## src/rtl/tile_8x8_if.sv

```systemverilog
// Edge bus of the 4x4 MAC tile: step enable, skewed A/B operands in, accumulators and
// pass-through operands out.
interface tile_8x8_if #(
  parameter int WIDTH     = 8,
  parameter int ACC_WIDTH = 16
);
  logic                 enable;
  logic [WIDTH-1:0]     n_r0x, n_r1x, n_r2x, n_r3x;
  logic [WIDTH-1:0]     n_c0x, n_c1x, n_c2x, n_c3x;
  logic [ACC_WIDTH-1:0] y0, y1, y2, y3, y4, y5, y6, y7;
  logic [ACC_WIDTH-1:0] y8, y9, y10, y11, y12, y13, y14, y15;
  logic [WIDTH-1:0]     n_r0y, n_r1y, n_r2y, n_r3y;
  logic [WIDTH-1:0]     n_c0y, n_c1y, n_c2y, n_c3y;

  modport master (
    output enable, n_r0x, n_r1x, n_r2x, n_r3x, n_c0x, n_c1x, n_c2x, n_c3x,
    input  y0, y1, y2, y3, y4, y5, y6, y7, y8, y9, y10, y11, y12, y13, y14, y15,
    input  n_r0y, n_r1y, n_r2y, n_r3y, n_c0y, n_c1y, n_c2y, n_c3y
  );

  modport slave (
    input  enable, n_r0x, n_r1x, n_r2x, n_r3x, n_c0x, n_c1x, n_c2x, n_c3x,
    output y0, y1, y2, y3, y4, y5, y6, y7, y8, y9, y10, y11, y12, y13, y14, y15,
    output n_r0y, n_r1y, n_r2y, n_r3y, n_c0y, n_c1y, n_c2y, n_c3y
  );
endinterface

```

## src/rtl/tile_8x8.sv

```systemverilog
// 4x4 output-stationary systolic MAC tile: A shifts east, B shifts south, each PE
// accumulates one element of C = A*B.
module tile_8x8_pe #(
  parameter int WIDTH     = 8,
  parameter int ACC_WIDTH = 16
) (
  input  logic                 clk,
  input  logic                 reset,
  input  logic                 enable,
  input  logic [WIDTH-1:0]     a_i,
  input  logic [WIDTH-1:0]     b_i,
  output logic [WIDTH-1:0]     a_o,
  output logic [WIDTH-1:0]     b_o,
  output logic [ACC_WIDTH-1:0] acc_o
);
  logic [WIDTH-1:0]     a_q, a_d, b_q, b_d;
  logic [ACC_WIDTH-1:0] acc_q, acc_d;
  logic [2*WIDTH-1:0]   prod;

  always_comb begin
    prod  = {{WIDTH{1'b0}}, a_i} * {{WIDTH{1'b0}}, b_i};
    a_d   = a_q;
    b_d   = b_q;
    acc_d = acc_q;
    if (enable) begin
      a_d   = a_i;
      b_d   = b_i;
      // wraps modulo 2^ACC_WIDTH by design
      acc_d = acc_q + ACC_WIDTH'(prod);
    end
  end

  always_ff @(posedge clk) begin
    if (reset) begin
      a_q   <= '0;
      b_q   <= '0;
      acc_q <= '0;
    end else begin
      a_q   <= a_d;
      b_q   <= b_d;
      acc_q <= acc_d;
    end
  end

  assign a_o   = a_q;
  assign b_o   = b_q;
  assign acc_o = acc_q;
endmodule

module tile_8x8 #(
  parameter int WIDTH     = 8,
  parameter int ACC_WIDTH = 16
) (
  input  logic       clk,
  input  logic       reset,
  tile_8x8_if.slave  bus
);
  localparam int N = 4;

  logic [N-1:0][WIDTH-1:0]          west, north;
  logic [N-1:0][N-1:0][WIDTH-1:0]   a_q, b_q;     // [row][col]
  logic [N*N-1:0][ACC_WIDTH-1:0]    acc;

  assign west  = {bus.n_r3x, bus.n_r2x, bus.n_r1x, bus.n_r0x};
  assign north = {bus.n_c3x, bus.n_c2x, bus.n_c1x, bus.n_c0x};

  for (genvar i = 0; i < N; i++) begin : g_row
    for (genvar j = 0; j < N; j++) begin : g_col
      logic [WIDTH-1:0] a_in, b_in;
      if (j == 0) begin : g_aw
        assign a_in = west[i];
      end else begin : g_an
        assign a_in = a_q[i][j-1];
      end
      if (i == 0) begin : g_bn
        assign b_in = north[j];
      end else begin : g_bs
        assign b_in = b_q[i-1][j];
      end

      tile_8x8_pe #(.WIDTH(WIDTH), .ACC_WIDTH(ACC_WIDTH)) u_pe (
        .clk    (clk),
        .reset  (reset),
        .enable (bus.enable),
        .a_i    (a_in),
        .b_i    (b_in),
        .a_o    (a_q[i][j]),
        .b_o    (b_q[i][j]),
        .acc_o  (acc[N*i+j])
      );
    end
  end

  assign bus.y0  = acc[0];
  assign bus.y1  = acc[1];
  assign bus.y2  = acc[2];
  assign bus.y3  = acc[3];
  assign bus.y4  = acc[4];
  assign bus.y5  = acc[5];
  assign bus.y6  = acc[6];
  assign bus.y7  = acc[7];
  assign bus.y8  = acc[8];
  assign bus.y9  = acc[9];
  assign bus.y10 = acc[10];
  assign bus.y11 = acc[11];
  assign bus.y12 = acc[12];
  assign bus.y13 = acc[13];
  assign bus.y14 = acc[14];
  assign bus.y15 = acc[15];

  assign bus.n_r0y = a_q[0][N-1];
  assign bus.n_r1y = a_q[1][N-1];
  assign bus.n_r2y = a_q[2][N-1];
  assign bus.n_r3y = a_q[3][N-1];
  assign bus.n_c0y = b_q[N-1][0];
  assign bus.n_c1y = b_q[N-1][1];
  assign bus.n_c2y = b_q[N-1][2];
  assign bus.n_c3y = b_q[N-1][3];
endmodule

```

## src/flat_wrapper.sv

```systemverilog
// flat-port wrapper written by rule: the top's interface ports become plain ports
module tile_8x8_flat 
#(
  parameter int WIDTH     = 8,
  parameter int ACC_WIDTH = 16
)
  (clk, reset, bus_enable, bus_n_r0x, bus_n_r1x, bus_n_r2x, bus_n_r3x, bus_n_c0x, bus_n_c1x, bus_n_c2x, bus_n_c3x, bus_y0, bus_y1, bus_y2, bus_y3, bus_y4, bus_y5, bus_y6, bus_y7, bus_y8, bus_y9, bus_y10, bus_y11, bus_y12, bus_y13, bus_y14, bus_y15, bus_n_r0y, bus_n_r1y, bus_n_r2y, bus_n_r3y, bus_n_c0y, bus_n_c1y, bus_n_c2y, bus_n_c3y);
  tile_8x8_if #(.WIDTH(WIDTH), .ACC_WIDTH(ACC_WIDTH)) bus_i ();
  input  logic clk;
  input  logic reset;
  input wire logic [$bits(bus_i.enable)-1:0] bus_enable;
  input wire logic [$bits(bus_i.n_r0x)-1:0] bus_n_r0x;
  input wire logic [$bits(bus_i.n_r1x)-1:0] bus_n_r1x;
  input wire logic [$bits(bus_i.n_r2x)-1:0] bus_n_r2x;
  input wire logic [$bits(bus_i.n_r3x)-1:0] bus_n_r3x;
  input wire logic [$bits(bus_i.n_c0x)-1:0] bus_n_c0x;
  input wire logic [$bits(bus_i.n_c1x)-1:0] bus_n_c1x;
  input wire logic [$bits(bus_i.n_c2x)-1:0] bus_n_c2x;
  input wire logic [$bits(bus_i.n_c3x)-1:0] bus_n_c3x;
  output wire logic [$bits(bus_i.y0)-1:0] bus_y0;
  output wire logic [$bits(bus_i.y1)-1:0] bus_y1;
  output wire logic [$bits(bus_i.y2)-1:0] bus_y2;
  output wire logic [$bits(bus_i.y3)-1:0] bus_y3;
  output wire logic [$bits(bus_i.y4)-1:0] bus_y4;
  output wire logic [$bits(bus_i.y5)-1:0] bus_y5;
  output wire logic [$bits(bus_i.y6)-1:0] bus_y6;
  output wire logic [$bits(bus_i.y7)-1:0] bus_y7;
  output wire logic [$bits(bus_i.y8)-1:0] bus_y8;
  output wire logic [$bits(bus_i.y9)-1:0] bus_y9;
  output wire logic [$bits(bus_i.y10)-1:0] bus_y10;
  output wire logic [$bits(bus_i.y11)-1:0] bus_y11;
  output wire logic [$bits(bus_i.y12)-1:0] bus_y12;
  output wire logic [$bits(bus_i.y13)-1:0] bus_y13;
  output wire logic [$bits(bus_i.y14)-1:0] bus_y14;
  output wire logic [$bits(bus_i.y15)-1:0] bus_y15;
  output wire logic [$bits(bus_i.n_r0y)-1:0] bus_n_r0y;
  output wire logic [$bits(bus_i.n_r1y)-1:0] bus_n_r1y;
  output wire logic [$bits(bus_i.n_r2y)-1:0] bus_n_r2y;
  output wire logic [$bits(bus_i.n_r3y)-1:0] bus_n_r3y;
  output wire logic [$bits(bus_i.n_c0y)-1:0] bus_n_c0y;
  output wire logic [$bits(bus_i.n_c1y)-1:0] bus_n_c1y;
  output wire logic [$bits(bus_i.n_c2y)-1:0] bus_n_c2y;
  output wire logic [$bits(bus_i.n_c3y)-1:0] bus_n_c3y;
  assign bus_i.enable = bus_enable;
  assign bus_i.n_r0x = bus_n_r0x;
  assign bus_i.n_r1x = bus_n_r1x;
  assign bus_i.n_r2x = bus_n_r2x;
  assign bus_i.n_r3x = bus_n_r3x;
  assign bus_i.n_c0x = bus_n_c0x;
  assign bus_i.n_c1x = bus_n_c1x;
  assign bus_i.n_c2x = bus_n_c2x;
  assign bus_i.n_c3x = bus_n_c3x;
  assign bus_y0 = bus_i.y0;
  assign bus_y1 = bus_i.y1;
  assign bus_y2 = bus_i.y2;
  assign bus_y3 = bus_i.y3;
  assign bus_y4 = bus_i.y4;
  assign bus_y5 = bus_i.y5;
  assign bus_y6 = bus_i.y6;
  assign bus_y7 = bus_i.y7;
  assign bus_y8 = bus_i.y8;
  assign bus_y9 = bus_i.y9;
  assign bus_y10 = bus_i.y10;
  assign bus_y11 = bus_i.y11;
  assign bus_y12 = bus_i.y12;
  assign bus_y13 = bus_i.y13;
  assign bus_y14 = bus_i.y14;
  assign bus_y15 = bus_i.y15;
  assign bus_n_r0y = bus_i.n_r0y;
  assign bus_n_r1y = bus_i.n_r1y;
  assign bus_n_r2y = bus_i.n_r2y;
  assign bus_n_r3y = bus_i.n_r3y;
  assign bus_n_c0y = bus_i.n_c0y;
  assign bus_n_c1y = bus_i.n_c1y;
  assign bus_n_c2y = bus_i.n_c2y;
  assign bus_n_c3y = bus_i.n_c3y;
  tile_8x8 #(.WIDTH(WIDTH), .ACC_WIDTH(ACC_WIDTH)) u_core (.clk(clk), .reset(reset), .bus(bus_i));
endmodule
```

## config.mk

```make
export PLATFORM = sky130hd
export DESIGN_NAME = tile_8x8_flat
export DESIGN_NICKNAME = d
export VERILOG_FILES = /design/src/rtl/tile_8x8_if.sv /design/src/rtl/tile_8x8.sv /design/src/flat_wrapper.sv
export SDC_FILE = /design/constraint.sdc
export NUM_CORES = 2
export LEC_CHECK = 0
export ABC_AREA = 1
export BUFFER_PORTS_ARGS = -buffer_cell sky130_fd_sc_hd__buf_2
export CORE_MARGIN = 1
export CORE_UTILIZATION = 32
export CTS_CLUSTER_DIAMETER = 200
export DETAILED_ROUTE_END_ITERATION = 7
export PLACE_DENSITY = 0.5
export SYNTH_ARGS = -nofsm -noshare
export SYNTH_HDL_FRONTEND = slang
export SYNTH_HIERARCHICAL = 1
export SYNTH_SLANG_ARGS = --single-unit
export TNS_END_PERCENT = 5
```

## constraint.sdc

```tcl
create_clock -name clk -period 4.3 [get_ports clk]
set_input_delay 0.215 -clock clk [delete_from_list [all_inputs] [get_ports clk]]
set_output_delay 0.215 -clock clk [all_outputs]
set_load 0.05 [all_outputs]
```

-- Yosys cells after proc, flatten, opt, wreduce, memory -nomap -nowiden
Index checks and enable logic that the tools add are counted.
- multiply operators: 16
- add/subtract/negate cells: 16
- operator list (operator ; count):
    $add A16 B16 Y16 ; 16
    $mul A8 B8 Y16 ; 16
- output and inout port bits: 320
- flip-flop bits (word level): 512
- word-level logic and storage cells: 80

-- Logic depth before layout (Yosys ltp)
- word-level depth: 2
- depth in mapped cells: 22
- depth with buffers taken out: 21

-- Hierarchy
The synthesis kept the hierarchy.
- by module, submodules not included (module ; cells each ; area an instance (um^2) ; times used):
    tile_8x8_pe at u_core.g_row[1].g_col[1].u_pe ... ; 572 ; 3963.8 ; 8
    tile_8x8_pe at u_core.g_row[0].g_col[0].u_pe ... ; 569 ; 3967.6 ; 4
    tile_8x8_pe at u_core.g_row[3].g_col[2].u_pe ... ; 583 ; 3970.1 ; 2
    tile_8x8_pe at u_core.g_row[3].g_col[1].u_pe ; 572 ; 3975.1 ; 1
    tile_8x8_pe at u_core.g_row[1].g_col[0].u_pe ; 567 ; 3956.3 ; 1

-- Worst setup path after synthesis
No wires, ideal clock.
- path kind: flip-flop to flip-flop
- start: reg u_core.g_row[1].g_col[0].u_pe.acc_q[6]
- end: reg u_core.g_row[1].g_col[0].u_pe.acc_q[12]
- stages on the path, launching flop included: 20
- path buffers: 0
- period minus slack after synthesis: 3943 ps
- setup slack: 357 ps
- arrival: 3834 ps
- cell sequence: dfxtp_1 inv_1 fa_1 inv_1 fa_1 inv_1 fa_1 fa_1 inv_1 ha_1 nand2_1 inv_1 nand2_1 nand2_1 nand2_1 nand3_1 nand2_1 nand3_1 nand2_1 inv_1
- longest elaborated chain between the ends: 1
- ends and longest elaborated chain (element ; RTL line ; RTL):
    start: declaration ; tile_8x8.sv:17 ; logic [ACC_WIDTH-1:0] acc_q, acc_d;
    start signal: assignment ; tile_8x8.sv:37 ; acc_q <= '0;
    start signal: assignment ; tile_8x8.sv:41 ; acc_q <= acc_d;
    $add A16 B16 Y16 ; tile_8x8.sv:29 ; acc_d = acc_q + ACC_WIDTH'(prod);
No other way between the ends.
A chain may end at the register's enable or synchronous reset.

-- Final worst setup path
- start: reg u_core.g_row[1].g_col[0].u_pe.a_q[6]
- end: reg u_core.g_row[1].g_col[1].u_pe.acc_q[13]
- longest elaborated chain between the ends: 2
- ends and longest elaborated chain (element ; RTL line ; RTL):
    start: declaration ; tile_8x8.sv:16 ; logic [WIDTH-1:0] a_q, a_d, b_q, b_d;
    start signal: assignment ; tile_8x8.sv:35 ; a_q <= '0;
    start signal: assignment ; tile_8x8.sv:39 ; a_q <= a_d;
    $mul A8 B8 Y16 ; tile_8x8.sv:21 ; prod = {{WIDTH{1'b0}}, a_i} * {{WIDTH{1'b0}}, b_i};
    $add A16 B16 Y16 ; tile_8x8.sv:29 ;
    end signal: assignment ; tile_8x8.sv:37 ;
    end signal: assignment ; tile_8x8.sv:41 ;
    end: declaration ; tile_8x8.sv:17 ;
No other way between the ends.

==> out/summary.txt <==
status: finished, final reports clean
DR vias/cell: 4.358
YS warnings: 6
Synth Instances: 9157
Max clock buf depth: 3
core area: 197200 µm²
final worst path period share: 95.21%
first-pass GRT wire length: 292.5 mm
antenna violations before repair: 2
Ports: 387
ys flop type: dfxtp_1
Clock Pin Slew Worst Setup and Hold Paths: 0.06 ns
ANT nets after route: 0
RSZ-0062 raised after global routing: true
dpl hpwl: 144.7 mm
Slew headroom: 22.33%
initial DRC count: 2492
Seq/Total Area, Yosys: 16.15%
fin nets: 10890
dpl cells: 11960
TritonRoute pass-1 iters: 5
Leakage: 43.44 nW
Arr. time, crit path: 4.68 ns
CTS buffer count: 79
Finished Layout Cells: 12170
share of cells above drive strength 1: 9.392%
max-slew violation count: 0
Port Buffers: 386
Clock Skew: 0.02816 ns
pwr dens: 271.9 nW/µm²
Clock Sinks: 512
critical path launch point type: flip-flop
peak supply drop: 0.0005015 V
Die W: 447.3 µm
Synth async-reset ratio: 0%
Synth area leaders: fa_1 (25%), dfxtp_1 (16%), inv_1 (16%), nand2_1 (16%), ha_1 (11%)
Yosys top cell by area: fa_1
Max-cap violations: 0
pin count of the biggest net entering global routing: 115
Routed Wire Length: 179.7 mm
Total GRT Usage: 18.31%
CP max FO: 6
grt ovf: 0
top cells by instance count after synthesis: inv_1 (2715), nand2_1 (2633), fa_1 (800), ha_1 (560), dfxtp_1 (512)
Yosys reg bits: 512
Residual DRC: 0
Placed Area: 68400 µm²
die height: 447.3 µm
final worst-path setup slack: 0.2061 ns
Layout area overhead: 13.35%
Initial Utilization: 32.17%
Reg2Reg Setup Slack: 0.21 ns
clock latency on the worst-skew pair: 0.70 ns
gp weighted congestion: 0.8792
Post-CTS Setup Bufs: 0
pre-CTS WS: 0.006777 ns
mean routed wirelength per cell: 14.77 µm
Req. time, crit path: 4.88 ns
top-area cell type share of the netlist area: 25.24%
Final setup violation count: 0
cell area after synthesis: 63450 µm²
crit path kind: reg2reg
Core Rows: 163
Post-synth EDFFs: 0
root buf cell: clkbuf_16
crit end category: flip-flop
syn nets: 10580
worst-margin pin slew: 1.164 ns
Final TNS setup: 0 ns
FMAX: 244.3 MHz
Die Area: 200100 µm²
Distinct cells, synth: 25
CTS H-Tree Depth: 3
vias in the first global route: 54680
routed via count: 53040
Avg Cell Area, Syn: 6.929 µm²
Hold Path Class: in2reg
most common cell in the netlist: inv_1
Hold Vio Cnt, Final: 0
CTS tree: yes
Finished Cell Area: 71920 µm²
fill count: 21330
min cycle time layout: 4.094 ns
==> flip-flops by register name (all words and copies together), names as in the netlist <==
| register | count |
|---|---|
| u_core/g_row.g_col.u_pe/a_o | 128 |
| u_core/g_row.g_col.u_pe/acc_o | 256 |
| u_core/g_row.g_col.u_pe/b_o | 128 |
==> critical path, cell delays in order, from the launching register on <==
cell and delay, ns:
dfxtp_1 0.53, nand2_1 0.14, fa_1 0.55, inv_1 0.06, fa_1 0.44, fa_1 0.53, inv_1 0.05, fa_1 0.48
inv_1 0.04, ha_1 0.37, nand2_1 0.11, nor2_1 0.20, nand3_1 0.15, nand4_1 0.12, nand3_1 0.08, nand2_1 0.08
inv_1 0.04
==> routing by layer <==
metal	GRT usage (%)	vias up	part of all wire, %
met4	5.604	0	3.2
met1	23.45	25240	45
met5	0	-	0
met3	2.291	197	3.6
li1	-	26820	-
met2	31.87	779	48
==> where the power goes <==
group / internal [mW] / switching [mW]
clock: 4.43 / 2.71
sequential: 5.05 / 0.373
combinational: 2.32 / 4.67
total: 11.8 / 7.75
==> placed cells by master (no fill, tap or decap), drive strengths merged <==
| cell | n |
|---|---|
| ha | 560 |
| nand3b | 3 |
| clkinv | 15 |
| o21bai | 10 |
| buf | 579 |
| a21o | 16 |
| clkinvlp | 5 |
| dlygate4sd3 | 64 |
| xor2 | 60 |
| xnor2 | 73 |
| a211oi | 64 |
| nand3 | 311 |
| dfxtp | 512 |
| nor2 | 342 |
| inv | 2763 |
| diode | 1 |
| fa | 800 |
| clkbuf | 105 |
| o21ai | 48 |
| nand2 | 2670 |
| bufinv | 12 |
| nand4 | 76 |
| a21oi | 441 |
==> worst paths after layout <==
path / startpoint / end / cells after the start
setup / recovery: u_core/g_row[1].g_col[0].u_pe/a_o[6] / u_core/g_row[1].g_col[1].u_pe/acc_o[13] / 16
setup reg to reg: u_core/g_row[1].g_col[0].u_pe/a_o[6] / u_core/g_row[1].g_col[1].u_pe/acc_o[13] / 16
hold / removal: reset / u_core/g_row[0].g_col[3].u_pe/b_o[5] / 2
hold reg to reg: u_core/g_row[3].g_col[0].u_pe/b_o[7] / u_core/g_row[3].g_col[0].u_pe/b_o[7] / 2
==> layout make-up <==
type / count / area, µm² / area share, %
clock inverter: 38 / 548.0 / 0.7620
antenna: 1 / 2.502 / 0.003479
timing repair buffer: 643 / 4141 / 5.758
inverter: 2757 / 10350 / 14.39
clock buffer: 105 / 2268 / 3.154
multi-input combinational: 5474 / 40990 / 57.00
tap: 2640 / 3303 / 4.593
sequential: 512 / 10320 / 14.34
==> metrics by stage <==
| stage | hold slack (ns) | total power, mW | util [%] |
|---|---|---|---|
| floorplan | 0.3712 | 10.71 | - |
| global route | 0.1165 | 21.08 | 36.47 |
| finish | 0.09221 | 19.56 | 36.47 |
| global placement | 0.4461 | 12.49 | 34.68 |
| detailed placement | 0.4540 | 12.52 | 34.68 |
| CTS | 0.03796 | 19.97 | 36.43 |
==> cell families after synthesis <==
kind of cell | Yosys count | synth area share [%]
xor gates and xnor gates | 133 | 1.836
adders and majority gates | 1360 | 36.28
buffers and inverters | 3171 | 19.24
DFF | 512 | 16.15
and+or+nand+nor | 3402 | 21.56
AOI/OAI and AO/OA | 579 | 4.922
==> what timing repair did <==
item | in CTS | in global routing
endpoints found under the hold margin | 70 | 0
endpoints found under the setup margin | 1 | 71
pin swaps | 0 | 0
resized for setup | 1 | 50
hold buffers | 64 | 0
gates cloned | 0 | 0
Note: power is estimated with default switching activity, not from simulation.
